--- src/rtl/pipe_pkg.sv ---
`default_nettype none
// pipe_pkg: shared ID/EX control layout, bundle widths and ALUOP encodings for the 16-bit core.
package pipe_pkg;

  localparam int XLEN        = 16;
  localparam int CTRL_W_IDEX = 8;
  localparam int DATA_W_IDEX = 128;

  localparam logic [2:0] ALUOP_ADD = 3'd0;
  localparam logic [2:0] ALUOP_SUB = 3'd1;
  localparam logic [2:0] ALUOP_AND = 3'd2;
  localparam logic [2:0] ALUOP_OR  = 3'd3;
  localparam logic [2:0] ALUOP_XOR = 3'd4;
  localparam logic [2:0] ALUOP_SLL = 3'd5;
  localparam logic [2:0] ALUOP_SRL = 3'd6;
  localparam logic [2:0] ALUOP_SLT = 3'd7;

  typedef struct packed {
    logic       reg_write;
    logic       alu_src;
    logic [2:0] alu_op;
    logic       mem_write;
    logic       mem_read;
    logic       reg_store;
  } idex_ctrl_t;

  function automatic logic [CTRL_W_IDEX-1:0] pack_idex_ctrl(input idex_ctrl_t c);
    return c;
  endfunction

endpackage
`default_nettype wire

--- src/rtl/pipe_slot.sv ---
`default_nettype none
// pipe_slot: one pipeline holding slot (valid + payload); clear wins over load and zeroes the payload.
module pipe_slot
  import pipe_pkg::*;
#(
  parameter int WIDTH = CTRL_W_IDEX + DATA_W_IDEX
) (
  input  logic             clk,
  input  logic             reset_n,
  input  logic             load,
  input  logic             clear,
  input  logic [WIDTH-1:0] load_value,
  output logic             valid,
  output logic [WIDTH-1:0] value
);

  always_ff @(posedge clk) begin
    if (!reset_n || clear) begin
      valid <= 1'b0;
      value <= '0;
    end else if (load) begin
      valid <= 1'b1;
      value <= load_value;
    end
  end

endmodule
`default_nettype wire

--- src/rtl/pipe_stage_reg.sv ---
`default_nettype none
// pipe_stage_reg: valid/ready pipeline stage with flush, freeze and saturating stall counter.
// Optional registered-ready skid slot enabled by defining PIPE_SKID_EN.
module pipe_stage_reg
  import pipe_pkg::*;
#(
  parameter int CTRL_W = CTRL_W_IDEX,
  parameter int DATA_W = DATA_W_IDEX,
  parameter int CNT_W  = 16
) (
  input  logic              CLK,
  input  logic              Reset,
  input  logic              RegWrite,
  input  logic              Flush,
  input  logic              InValid,
  output logic              InReady,
  input  logic [CTRL_W-1:0] InCtrl,
  input  logic [DATA_W-1:0] InData,
  output logic              OutValid,
  input  logic              OutReady,
  output logic [CTRL_W-1:0] OutCtrl,
  output logic [DATA_W-1:0] OutData,
  output logic [CNT_W-1:0]  StallCount
);

  localparam int SLOT_W = CTRL_W + DATA_W;

  logic              accept;
  logic              deliver;
  logic              m_load;
  logic              m_clear;
  logic              m_valid;
  logic [SLOT_W-1:0] m_next;
  logic [SLOT_W-1:0] m_value;

  assign accept  = InValid && InReady;
  assign deliver = RegWrite && m_valid && OutReady;

`ifdef PIPE_SKID_EN
  logic              s_load;
  logic              s_clear;
  logic              s_valid;
  logic [SLOT_W-1:0] s_value;

  assign InReady = RegWrite && !s_valid;

  always_comb begin
    m_load  = 1'b0;
    m_clear = Flush;
    m_next  = {InCtrl, InData};
    s_load  = 1'b0;
    s_clear = Flush;
    if (!Flush && RegWrite) begin
      if (!m_valid || deliver) begin
        // S always holds the older beat, so it refills M before the input does.
        if (s_valid) begin
          m_load  = 1'b1;
          m_next  = s_value;
          s_clear = 1'b1;
        end else if (accept) begin
          m_load = 1'b1;
        end else begin
          m_clear = 1'b1;
        end
      end else if (accept) begin
        s_load = 1'b1;
      end
    end
  end

  pipe_slot #(.WIDTH(SLOT_W)) u_skid (
    .clk        (CLK),
    .reset_n    (Reset),
    .load       (s_load),
    .clear      (s_clear),
    .load_value ({InCtrl, InData}),
    .valid      (s_valid),
    .value      (s_value)
  );
`else
  assign InReady = RegWrite && (!m_valid || OutReady);

  always_comb begin
    m_load  = !Flush && accept;
    m_clear = Flush || (deliver && !accept);
    m_next  = {InCtrl, InData};
  end
`endif

  pipe_slot #(.WIDTH(SLOT_W)) u_main (
    .clk        (CLK),
    .reset_n    (Reset),
    .load       (m_load),
    .clear      (m_clear),
    .load_value (m_next),
    .valid      (m_valid),
    .value      (m_value)
  );

  assign OutValid           = m_valid;
  assign {OutCtrl, OutData} = m_valid ? m_value : '0;

  always_ff @(posedge CLK) begin
    if (!Reset) begin
      StallCount <= '0;
    end else if (RegWrite && m_valid && !OutReady && !Flush && !(&StallCount)) begin
      StallCount <= StallCount + CNT_W'(1);
    end
  end

endmodule
`default_nettype wire

--- config.mk ---
export PLATFORM = sky130hd
export DESIGN_NAME = pipe_stage_reg
export DESIGN_NICKNAME = d
export VERILOG_FILES = /design/src/rtl/pipe_pkg.sv /design/src/rtl/pipe_slot.sv /design/src/rtl/pipe_stage_reg.sv
export SDC_FILE = /design/constraint.sdc
export NUM_CORES = 1
export LEC_CHECK = 0
export ABC_AREA = 0
export CAP_MARGIN = 0
export CORE_ASPECT_RATIO = 0.6
export CORE_MARGIN = 2
export CORE_UTILIZATION = 30
export CTS_CLUSTER_SIZE = 8
export DETAILED_ROUTE_END_ITERATION = 10
export GPL_ROUTABILITY_DRIVEN = 0
export PLACE_DENSITY_LB_ADDON = 0.08
export SYNTH_ARGS = -nofsm -noshare
export SYNTH_HDL_FRONTEND = slang
export SYNTH_SLANG_ARGS = --single-unit
--- constraint.sdc ---
create_clock -name CLK -period 3.43 [get_ports CLK]
set_input_delay 1.029 -clock CLK [delete_from_list [all_inputs] [get_ports CLK]]
set_output_delay 1.029 -clock CLK [all_outputs]
set_load 0.02 [all_outputs]
==> impl_summary.txt, run 1 <==
----------------------------------------------------
[Worst setup path]
  Peak per-stage delay on the critical path ... 0.62 ns
  CP Capture Type ... output port
  Category of the worst setup path launch point ... flip-flop
  Launch point of the worst reg-to-reg path ... StallCount[0]$_SDFFE_PN0P_
  Max FO, Critical Path ... 68
  Reg-to-Reg End ... StallCount[2]$_SDFFE_PN0P_
  Reg2Reg Setup Slack ... 1.49 ns
  CP arrival ... 2.03 ns
  Worst path top cell family by delay ... buffers and inverters
  Sequence of cells on the critical path ... buf_12 -> and2_1 -> clkdlybuf4s50_1
  Required time of the critical path ... 2.40 ns
  Path type of the worst setup path ... flip-flop to output port
  Sum of buffers and inverters on the critical path ... 2
  Logic depth of the worst setup path including buffers ... 3
  Reg2reg path depth ... 6
  Crit path max-delay cell type ... clkdlybuf4s50_1
  Capturing instance or port of the critical path ... OutData[4]
  Critical Path Source ... u_main.valid$_SDFFE_PP0P_

[Drt]
  Drt first pass iters ... 4
  Residual DRC count ... 0
  Total detailed-routing wirelength ... 22900 um
  Final antenna-violating net count ... 0
  Violation count after the first detailed-route iteration ... 282
  Met3 WL ... 1990 um
  Routed metal-1 wire length ... 10900 um
  Average routed wire per standard cell ... 16.1 um
  Vias after detailed routing ... 6772
  Total met2 wirelength after detailed routing ... 9610 um
  Top routing layer in use ... met4
  Number of vias per cell after detailed routing ... 4.78

[Clock network]
  Clock latency of the later-clocked register in the worst-skew pair ... 0.42 ns
  Max H-tree Level ... 4
  Post-CTS Hold Buffers ... 0
  Clock buffer depth ... 2
  Total number of clock tree sinks ... 153
  Clock buffers created by TritonCTS ... 17
  Clock Pin Slew Worst Setup and Hold Paths ... 0.06 ns
  TritonCTS clock tree ... built
  Root buffer selected by CTS ... clkbuf_16

[Placement]
  Total half-perimeter wirelength after legalization and detailed placement ... 14900 um
  I/O Buffers ... 295
  Area after detailed placement ... 9950 um2

[Logic synthesis]
  Cell accounting for the most synthesized area ... dfxtp_1
  Distinct cell type count of the synthesized netlist ... 35
  Yosys warning total ... 0
  Average footprint of a synthesized cell ... 7.71 um2
  Net Count, Synth ... 1010
  Count of state elements after synthesis ... 153
  Cell Area, Synth ... 6680 um2
  Share of the yosys chip area belonging to registers ... 45.8%
  Gate count of the mapped netlist ... 867
  Ranking of synthesized cells by area ... dfxtp_1 46%, nor3_1 21%, and2_1 13%
  Area share of the largest cell type after synthesis ... 45.8%

[STA]
  Relative slew slack ... 51.7%
  Setup repair after global routing missed its margin ... false
  Share of the cycle needed by the critical path after routing ... 89.1%
  Worst slew pin tran ... 0.725 ns
  Fmax ... 0.327 GHz
  Post-Route Skew ... 0.00805 ns
  Final count of pins violating max slew ... 0
  Hold Vio Cnt, Final ... 0
  Final setup violation count ... 0
  Min cycle time layout ... 3.06 ns
  Aggregate negative setup slack ... 0 ns

[Pwr]
  Total Power Consumption ... 4.31 mW
  Switch share ... 23.2%
  Gate power share ... 11.1%
  Leakage dissipation ... 3.75 nW
  Net switching component of the power ... 1.00 mW
  Power density over the cells ... 408 nW/um2
  Clock share of power ... 45.7%
  Cell Int Power ... 3.31 mW
  Part of the power in registers ... 43.2%
  Peak VDD IR ... 0.000327 V

[Floorplan]
  Core Footprint ... 22000 um2
  Floorplan die area ... 23500 um2
  Chip Width ... 197 um
  Die Span Y ... 120 um
  Starting density of the core ... 30.4%
  Number of top-level pins ... 296
  Number of standard-cell rows in the floorplan ... 42

[Global routing]
  All-layer global routing usage ... 19.4%
  Number of antenna violations at the first check in global routing ... 0
  Wire length of the first global-routing pass ... 35700 um
  Global-route congestion overflow total ... 0
  Number of global-route vias before repair ... 6316
  Maximum number of pins on one net before global-route repair ... 138

[Layout]
  Count of inserted antenna diode cells ... 0
  # nets final ... 1262
  Share of final-layout standard cells stronger than drive strength 1 ... 4.51%
  Layout filler cell count ... 2267
  Area of all placed cells without fillers ... 10500 um2
  Area added between synthesis and finish ... 57.8%

[Job]
  Number of max-cap violations ... 0

[Hold path]
  Min-delay worst type ... flip-flop to flip-flop
  Worst Hold Depth ... 2

[Outcome]
  Status ... finished clean

----------------------------------------------------
==> kinds of logic after synthesis <==
group                      share of synthesized area [%]
and+or+nand+nor                                     45.4
DFF                                                 45.8
buffers and inverters                               4.81
AOI/OAI and AO/OA                                   2.55
muxes                                               1.20
adders and majority gates                          0.187
==> cell type report <==
class	count	area, um2	share of cell area, %
Timing Repair Buffer	312	3180	30.2
Sequential cell	153	3070	29.1
Clock buffer	22	454	4.31
Multi-Input combinational cell	630	3320	31.5
Tap cell	286	358	3.39
Clock inverter	9	146	1.39
Inverter	5	18.8	0.178
==> routing by layer <==
metal  GRT usage, %  vias up
met2           27.4      180
met4           6.02        0
met1           26.4     3138
met3           8.35       26
li1               -     3428
met5              0        -
==> power by group through the flow <==
| stage | clock, mW | sequential [mW] | combinational (mW) |
|---|---|---|---|
| floorplan | 0 | 1.89 | 0.224 |
| global placement | 0 | 1.90 | 0.480 |
| detailed placement | 0 | 1.90 | 0.483 |
| CTS | 2.03 | 1.86 | 0.485 |
| global route | 2.11 | 1.87 | 0.524 |
| finish | 1.97 | 1.86 | 0.478 |
==> cells in the mapped netlist (all sizes together) <==
library cell,n
ha,1
nand4,5
clkbuf,66
dfxtp,153
o41ai,2
or4,3
nand2,17
and2,136
a21boi,2
nor2,138
buf,13
or4b,1
nor4,2
o311ai,2
a211oi,3
o211a,2
nand2b,7
and4bb,1
mux2i,8
nand3,6
o31ai,2
o211ai,1
and3,2
and4,2
or3,2
a21oi,9
nor3,274
o21ai,2
inv,5
==> flip-flops by register name, indices dropped and copies added, names as in the netlist <==
name          cells
u_main.value    136
StallCount       16
u_main.valid      1
==> worst min path at each step <==
stage | from | to | slack (ns)
2_1_floorplan | u_main.value[0]$_SDFFE_PP0P_ | u_main.value[0]$_SDFFE_PP0P_ | 0.47
5_1_grt | u_main.value[91]$_SDFFE_PP0P_ | u_main.value[91]$_SDFFE_PP0P_ | 0.51
3_3_place_gp | u_main.value[118]$_SDFFE_PP0P_ | u_main.value[118]$_SDFFE_PP0P_ | 0.48
3_5_place_dp | u_main.value[118]$_SDFFE_PP0P_ | u_main.value[118]$_SDFFE_PP0P_ | 0.48
6_report | u_main.value[130]$_SDFFE_PP0P_ | u_main.value[130]$_SDFFE_PP0P_ | 0.49
4_1_cts | u_main.value[101]$_SDFFE_PP0P_ | u_main.value[101]$_SDFFE_PP0P_ | 0.49
==> stage by stage <==
step	hold slack [ns]	cells	util, %	worst slack, ns
6_report	0.487	1417	48.0	0.373
5_1_grt	0.505	1417	48.0	0.256
4_1_cts	0.492	1417	48.0	0.0469
3_5_place_dp	0.483	1386	45.3	0.0474
3_3_place_gp	0.480	1386	45.3	0.0580
2_1_floorplan	0.471	867	-	0.834
==> placed cells by master, fill, tap and decap left out, types with 2 or more instances in the layout <==
cell type / instances
dfxtp_1: 152
a21oi_1: 9
nand2_1: 17
or4_1: 3
buf_4: 10
inv_1: 5
mux2i_1: 8
o31ai_1: 2
or3_1: 2
nand2b_1: 7
clkinv_2: 4
clkdlybuf4s50_1: 293
o21ai_0: 2
buf_12: 8
and2_1: 136
nand3_1: 6
nor3_1: 274
clkbuf_16: 17
nand4_1: 3
and3_1: 2
and4_1: 2
clkbuf_1: 4
nor2_1: 138
a211oi_1: 3
o41ai_1: 2
bufinv_16: 4
==> repair_timing <==
action,CTS,global route
buffers inserted,0,0
hold endpoints to repair,0,0
gates resized for setup,0,1
setup endpoints to repair,0,1
==> worst register-to-register path, cell delays in order, from the launching register on <==
cell and delay [ns]:
dfxtp_1 0.43, ha_1 0.23, nand3_1 0.10, nor3_1 0.58, buf_4 0.26, a21oi_1 0.09
mux2i_1 0.14
Power figures use the tool's default switching activity.
==> inputs of run 2 (changes only) <==
--- a/config.mk
+++ b/config.mk
@@ -8,7 +8,7 @@
 export ABC_AREA = 0
 export CAP_MARGIN = 0
 export CORE_ASPECT_RATIO = 0.6
-export CORE_MARGIN = 2
+export CORE_MARGIN = 3
 export CORE_UTILIZATION = 30
 export CTS_CLUSTER_SIZE = 8
 export DETAILED_ROUTE_END_ITERATION = 10
==> impl_summary.txt, run 2 (synthesis gave the netlist of run 1 again) <==
----------------------------------------------------
[Outcome]
  Status ... finished clean

[Worst setup path]
  Critical Path Source ... u_main.valid$_SDFFE_PP0P_
  Reg2Reg Setup Slack ... 1.41 ns (-0.08 ns)
  Reg2reg path depth ... 5 (-1)
  Required time of the critical path ... 2.40 ns (about the same)
  Capturing instance or port of the critical path ... OutData[24]
  Launch point of the worst reg-to-reg path ... u_main.valid$_SDFFE_PP0P_
  CP arrival ... 2.14 ns (+0.11 ns)
  Category of the worst setup path launch point ... flip-flop
  Path type of the worst setup path ... flip-flop to output port
  Max FO, Critical Path ... 37 (-46%)
  Reg-to-Reg End ... StallCount[12]$_SDFFE_PN0P_
  CP Capture Type ... output port

[Placement]
  Total half-perimeter wirelength after legalization and detailed placement ... 14800 um (-0.39%)
  # placed instances ... 1378 (-0.58%)
  I/O Buffers ... 295 (unchanged)
  Setup slack after placement ... 0.0161 ns (-0.0313 ns)

[STA]
  Worst slew pin tran ... 0.698 ns (-0.0265 ns)
  Setup repair after global routing missed its margin ... false
  Final setup violation count ... 0 (unchanged)
  Worst hold margin ... 0.488 ns (+0.000792 ns)
  Final count of pins violating max slew ... 0 (unchanged)
  Share of the cycle needed by the critical path after routing ... 92.3% (+3.2 points)
  Relative slew slack ... 53.5% (+1.8 points)
  Hold Vio Cnt, Final ... 0 (unchanged)
  Fmax ... 0.316 GHz (-3.5%)
  Worst path setup slack after routing ... 0.263 ns (-0.110 ns)
  Aggregate negative setup slack ... 0 ns (unchanged)
  Min cycle time layout ... 3.17 ns (+0.110 ns)
  Post-Route Skew ... 0.00852 ns (+0.000466 ns)

[Pwr]
  Part of the power in registers ... 42.8% (-0.4 points)
  Net switching component of the power ... 0.999 mW (about the same)
  Leakage dissipation ... 3.75 nW (about the same)
  Power density over the cells ... 413 nW/um2 (+1.2%)
  Peak VDD IR ... 0.000326 V (-0.32%)
  Switch share ... 22.9% (-0.27 points)
  Clock share of power ... 46.4% (+0.7 points)
  Cell Int Power ... 3.36 mW (+1.4%)
  Gate power share ... 10.8% (-0.3 points)

[Layout]
  Largest register by flop count ... u_main.value
  Commonest non-fill, non-tap cell in the layout ... clkdlybuf4s50_1
  Number of standard cells in the layout, taps in and fillers out ... 1409 (-0.56%)
  Highest-count cells in the layout ignoring fill and taps ... 293 x clkdlybuf4s50_1, 274 x nor3_1, 152 x dfxtp_1
  Layout filler cell count ... 2092 (-7.7%)
  Count of inserted antenna diode cells ... 0 (unchanged)
  Share of final-layout standard cells stronger than drive strength 1 ... 4.60% (+0.092 points)
  Area added between synthesis and finish ... 57.7% (about the same)
  Regs by FF count ... u_main.value x136, StallCount x16, u_main.valid x1
  # nets final ... 1261 (-0.079%)
  Flip-flop count of the largest register, all copies and words added ... 136 (unchanged)

[Clock network]
  Clock buffers created by TritonCTS ... 17 (unchanged)
  Clock buffer depth ... 2 (unchanged)
  Clock Pin Slew Worst Setup and Hold Paths ... 0.06 ns (about the same)
  Clock latency of the later-clocked register in the worst-skew pair ... 0.42 ns (about the same)
  TritonCTS clock tree ... built
  Total number of clock tree sinks ... 153 (unchanged)
  Max H-tree Level ... 4 (unchanged)
  Root buffer selected by CTS ... clkbuf_16
  Post-CTS Setup Inserts ... 0 (unchanged)
  Post-CTS Hold Buffers ... 0 (unchanged)

[Drt]
  Number of vias per cell after detailed routing ... 4.71 (-1.4%)
  Vias after detailed routing ... 6641 (-1.9%)
  Average routed wire per standard cell ... 16.3 um (+1.1%)
  Violation count after the first detailed-route iteration ... 265 (-6.0%)
  Residual DRC count ... 0 (unchanged)
  Final antenna-violating net count ... 0 (unchanged)
  Total detailed-routing wirelength ... 23000 um (+0.49%)
  Drt first pass iters ... 4 (unchanged)

[Job]
  Number of max-cap violations ... 0 (unchanged)

[Global routing]
  All-layer global routing usage ... 18.6% (-0.76 points)
  Maximum number of pins on one net before global-route repair ... 123 (-11%)
  Number of global-route vias before repair ... 6456 (+2.2%)
  Number of antenna violations at the first check in global routing ... 0 (unchanged)
  Global-route congestion overflow total ... 0 (unchanged)
  Wire length of the first global-routing pass ... 35700 um (-0.19%)

[Floorplan]
  Number of standard-cell rows in the floorplan ... 41 (-2.4%)
  Die Span Y ... 122 um (+1.7%)
  Starting density of the core ... 31.2% (+0.74 points)
  Core Footprint ... 21400 um2 (-2.4%)
  Chip Width ... 199 um (+1.0%)
  Floorplan die area ... 24200 um2 (+2.7%)
  Number of top-level pins ... 296 (unchanged)

[Hold path]
  Min-delay worst type ... flip-flop to flip-flop
  Worst Hold Depth ... 2 (unchanged)

----------------------------------------------------
## run 2: changes by cell type in the layout (fill, tap and decap cells not counted), sizes merged
cell and change:
buf -1, clkinvlp +1, bufinv -1, inv -1, clkbuf +3, clkinv -2
## run 2: how the worst min path moves through the flow
stage	startpoint	to	slack, ns
after floorplan	u_main.value[0]$_SDFFE_PP0P_	u_main.value[0]$_SDFFE_PP0P_	0.47
final	u_main.value[96]$_SDFFE_PP0P_	u_main.value[96]$_SDFFE_PP0P_	0.49
after global routing	u_main.value[2]$_SDFFE_PP0P_	u_main.value[2]$_SDFFE_PP0P_	0.51
after detailed placement	StallCount[15]$_SDFFE_PN0P_	StallCount[15]$_SDFFE_PN0P_	0.48
after CTS	u_main.value[72]$_SDFFE_PP0P_	u_main.value[72]$_SDFFE_PP0P_	0.49
after global placement	StallCount[15]$_SDFFE_PN0P_	StallCount[15]$_SDFFE_PN0P_	0.48
## run 2: critical path, cell delays in order, from the launching register on
cell and delay [ns]:
dfxtp_4 0.60, buf_4 0.33, and2_1 0.17, clkdlybuf4s50_1 0.62
## run 2: per-layer routing
layer	vias to the layer above	wire length [um]	global-route usage (%)
li1	3420	-	-
met1	3058	10900	24.8
met2	151	9940	27.4
met5	-	0	0
met3	12	1960	8.46
met4	0	195	4.56
## run 2: what timing repair did
item,4_1_cts,5_1_grt
endpoints found under the setup margin,0,1
hold endpoints to repair,0,0
resized for setup,0,1
## run 2: power groups by stage
| stage | Combinational (mW) | Sequential (mW) | Clock [mW] |
|---|---|---|---|
| detailed placement | 0.474 | 1.90 | 0 |
| floorplan | 0.224 | 1.89 | 0 |
| global route | 0.518 | 1.87 | 2.16 |
| global placement | 0.473 | 1.90 | 0 |
| CTS | 0.477 | 1.86 | 2.08 |
| finish | 0.471 | 1.86 | 2.02 |
## run 2: through the flow
stage / utilization, % / instance area (um2) / total power [mW]
final: 49.2 / 10500 / 4.35
after detailed placement: 46.2 / 9900 / 2.38
after floorplan: - / 6680 / 2.12
after global placement: 46.2 / 9900 / 2.37
after global routing: 49.2 / 10500 / 4.55
after CTS: 49.1 / 10500 / 4.42
## run 2: area by class of cell
cell class	instances	area (um2)	share of cell area (%)
multi-input cells	630	3320	31.5
clock buffers	25	527	5.00
flip-flops and latches	153	3070	29.1
repair buffers	311	3150	29.9
clock inverters	6	108	1.02
inverters	5	18.8	0.178
well taps	279	349	3.31
==> inputs of run 3 (changes only) <==
==> constraint.sdc (replaced) <==
create_clock -name CLK -period 3.2 [get_ports CLK]
set_input_delay 0.96 -clock CLK [delete_from_list [all_inputs] [get_ports CLK]]
set_output_delay 0.96 -clock CLK [all_outputs]
set_load 0.02 [all_outputs]
==> impl_summary.txt, run 3 (synthesis gave the netlist of run 1 again) <==
----------------------------------------------------
[Clock network]
  Clock Pin Slew Worst Setup and Hold Paths ... 0.06 ns (about the same)
  Clock latency of the later-clocked register in the worst-skew pair ... 0.42 ns (about the same)
  TritonCTS clock tree ... built
  Post-CTS Hold Buffers ... 0 (unchanged)
  Clock buffer depth ... 2 (unchanged)
  Total number of clock tree sinks ... 153 (unchanged)
  Root buffer selected by CTS ... clkbuf_16
  Max H-tree Level ... 4 (unchanged)
  Clock buffers created by TritonCTS ... 17 (unchanged)

[Drt]
  Vias after detailed routing ... 6703 (+0.93%)
  Residual DRC count ... 0 (unchanged)
  Average routed wire per standard cell ... 16.3 um (about the same)
  Number of vias per cell after detailed routing ... 4.73 (+0.36%)
  Drt first pass iters ... 4 (unchanged)
  Final antenna-violating net count ... 0 (unchanged)
  Total detailed-routing wirelength ... 23100 um (+0.57%)
  Violation count after the first detailed-route iteration ... 363 (+37%)

[Pwr]
  Gate power share ... 11.5% (+0.7 points)
  Clock share of power ... 44.8% (-1.6 points)
  Part of the power in registers ... 43.8% (+1.0 points)
  Cell Int Power ... 3.49 mW (+4.0%)
  Net switching component of the power ... 1.07 mW (+7.0%)
  Leakage dissipation ... 3.77 nW (+0.77%)
  Peak VDD IR ... 0.000353 V (+8.4%)
  Power density over the cells ... 430 nW/um2 (+4.1%)
  Total Power Consumption ... 4.56 mW (+4.7%)
  Switch share ... 23.5% (+0.51 points)

[Layout]
  Commonest non-fill, non-tap cell in the layout ... clkdlybuf4s50_1
  Highest-count cells in the layout ignoring fill and taps ... 293 x clkdlybuf4s50_1, 274 x nor3_1, 152 x dfxtp_1
  Regs by FF count ... u_main.value x136, StallCount x16, u_main.valid x1
  Area added between synthesis and finish ... 58.6%
  Count of inserted antenna diode cells ... 0 (unchanged)
  # nets final ... 1268 (+0.56%)
  Layout filler cell count ... 2082 (-0.48%)
  Flip-flop count of the largest register, all copies and words added ... 136 (unchanged)
  Largest register by flop count ... u_main.value
  Area of all placed cells without fillers ... 10600 um2 (+0.59%)
  Share of final-layout standard cells stronger than drive strength 1 ... 5.10% (+0.49 points)

[STA]
  Share of the cycle needed by the critical path after routing ... 93.8%
  Final count of pins violating max slew ... 0 (unchanged)
  Min cycle time layout ... 3.00 ns
  Post-Route Skew ... 0.00611 ns (-0.00241 ns)
  Setup repair after global routing missed its margin ... false
  Worst slew pin tran ... 0.643 ns (-0.0550 ns)
  Final setup violation count ... 0 (unchanged)
  Worst hold margin ... 0.489 ns (+0.00156 ns)
  Fmax ... 0.333 GHz
  Hold Vio Cnt, Final ... 0 (unchanged)
  Relative slew slack ... 56.8% (+3.3 points)

[Global routing]
  Maximum number of pins on one net before global-route repair ... 137 (+11%)
  Number of global-route vias before repair ... 6326 (-2.0%)
  Wire length of the first global-routing pass ... 35700 um (+0.27%)
  Number of antenna violations at the first check in global routing ... 0 (unchanged)
  Global-route congestion overflow total ... 0 (unchanged)
  All-layer global routing usage ... 18.7% (+0.055 points)

[Worst setup path]
  CP Capture Type ... output port
  Required time of the critical path ... 2.24 ns (-0.16 ns)
  Max FO, Critical Path ... 2 (-95%)
  CP arrival ... 2.04 ns (-0.10 ns)
  Category of the worst setup path launch point ... primary input
  Path type of the worst setup path ... primary input to output port
  Reg2Reg Setup Slack ... 1.04 ns (-0.37 ns)

[Floorplan]
  Number of standard-cell rows in the floorplan ... 41 (unchanged)
  Floorplan die area ... 24200 um2 (unchanged)
  Number of top-level pins ... 296 (unchanged)
  Chip Width ... 199 um (unchanged)
  Starting density of the core ... 31.2% (unchanged)
  Core Footprint ... 21400 um2 (unchanged)
  Die Span Y ... 122 um (unchanged)

[Job]
  Number of max-cap violations ... 0 (unchanged)

[Hold path]
  Min-delay worst type ... flip-flop to flip-flop

[Placement]
  I/O Buffers ... 295 (unchanged)
  Area after detailed placement ... 10000 um2 (+0.96%)
  Total half-perimeter wirelength after legalization and detailed placement ... 15300 um (+3.3%)

[Outcome]
  Status ... finished clean

----------------------------------------------------
-- run 3: cell count changes in the layout (fill, tap and decap cells not counted), sizes merged --
cell / before / now
clkinv: 2 / 4
dlygate4sd2: 0 / 1
buf: 17 / 24
bufinv: 3 / 2
dlymetal6s2s: 1 / 0
-- run 3: final timing paths --
check,start,endpoint,cells after the start
setup / recovery,OutReady,InReady,4
hold / removal,u_main.value[15]$_SDFFE_PP0P_,u_main.value[15]$_SDFFE_PP0P_,2
setup reg to reg,u_main.valid$_SDFFE_PP0P_,StallCount[12]$_SDFFE_PN0P_,5
hold reg to reg,u_main.value[15]$_SDFFE_PP0P_,u_main.value[15]$_SDFFE_PP0P_,2
-- run 3: per-layer routing --
| layer | vias up | GRT usage [%] | wire length (um) |
|---|---|---|---|
| met5 | - | 0 | 0 |
| li1 | 3438 | - | - |
| met1 | 3076 | 25.8 | 10900 |
| met2 | 175 | 26.9 | 9970 |
| met3 | 14 | 8.21 | 2060 |
| met4 | 0 | 3.95 | 164 |
-- run 3: power by group through the flow --
stage | Combinational [mW] | Clock [mW] | Sequential (mW)
2_1_floorplan | 0.240 | 0 | 2.03
5_1_grt | 0.576 | 2.20 | 2.00
3_3_place_gp | 0.521 | 0 | 2.04
6_report | 0.522 | 2.04 | 2.00
3_5_place_dp | 0.523 | 0 | 2.04
4_1_cts | 0.525 | 2.11 | 2.00
-- run 3: cell type report --
cell class                 count  area, um2  area share, %
sequential                   153       3070           28.9
clock inverter                 7       87.6          0.826
timing repair buffer         318       3250           30.7
tap                          279        349           3.29
clock buffer                  25        507           4.78
inverter                       5       18.8          0.177
multi-input combinational    630       3320           31.4
-- run 3: through the flow --
| stage | setup slack (ns) | TNS [ns] | util, % | cells |
|---|---|---|---|---|
| after floorplan | 0.742 | 0 | - | 867 |
| after global placement | -0.112 | -0.112 | 46.6 | 1384 |
| after detailed placement | -0.0619 | -0.0619 | 46.6 | 1384 |
| after CTS | 0.0736 | 0 | 49.4 | 1416 |
| after global routing | 0.108 | 0 | 49.5 | 1417 |
| final | 0.198 | 0 | 49.5 | 1417 |
-- run 3: critical path, stage by stage --
cell	delay, ns
clkdlybuf4s50_1	0.48
inv_1	0.06
a21boi_0	0.17
dlygate4sd2_1	0.37
-- run 3: repair_timing --
item	in CTS	in global routing
pin swaps	0	0
setup buffers	0	1
endpoints found under the setup margin	1	2
resized for setup	1	0
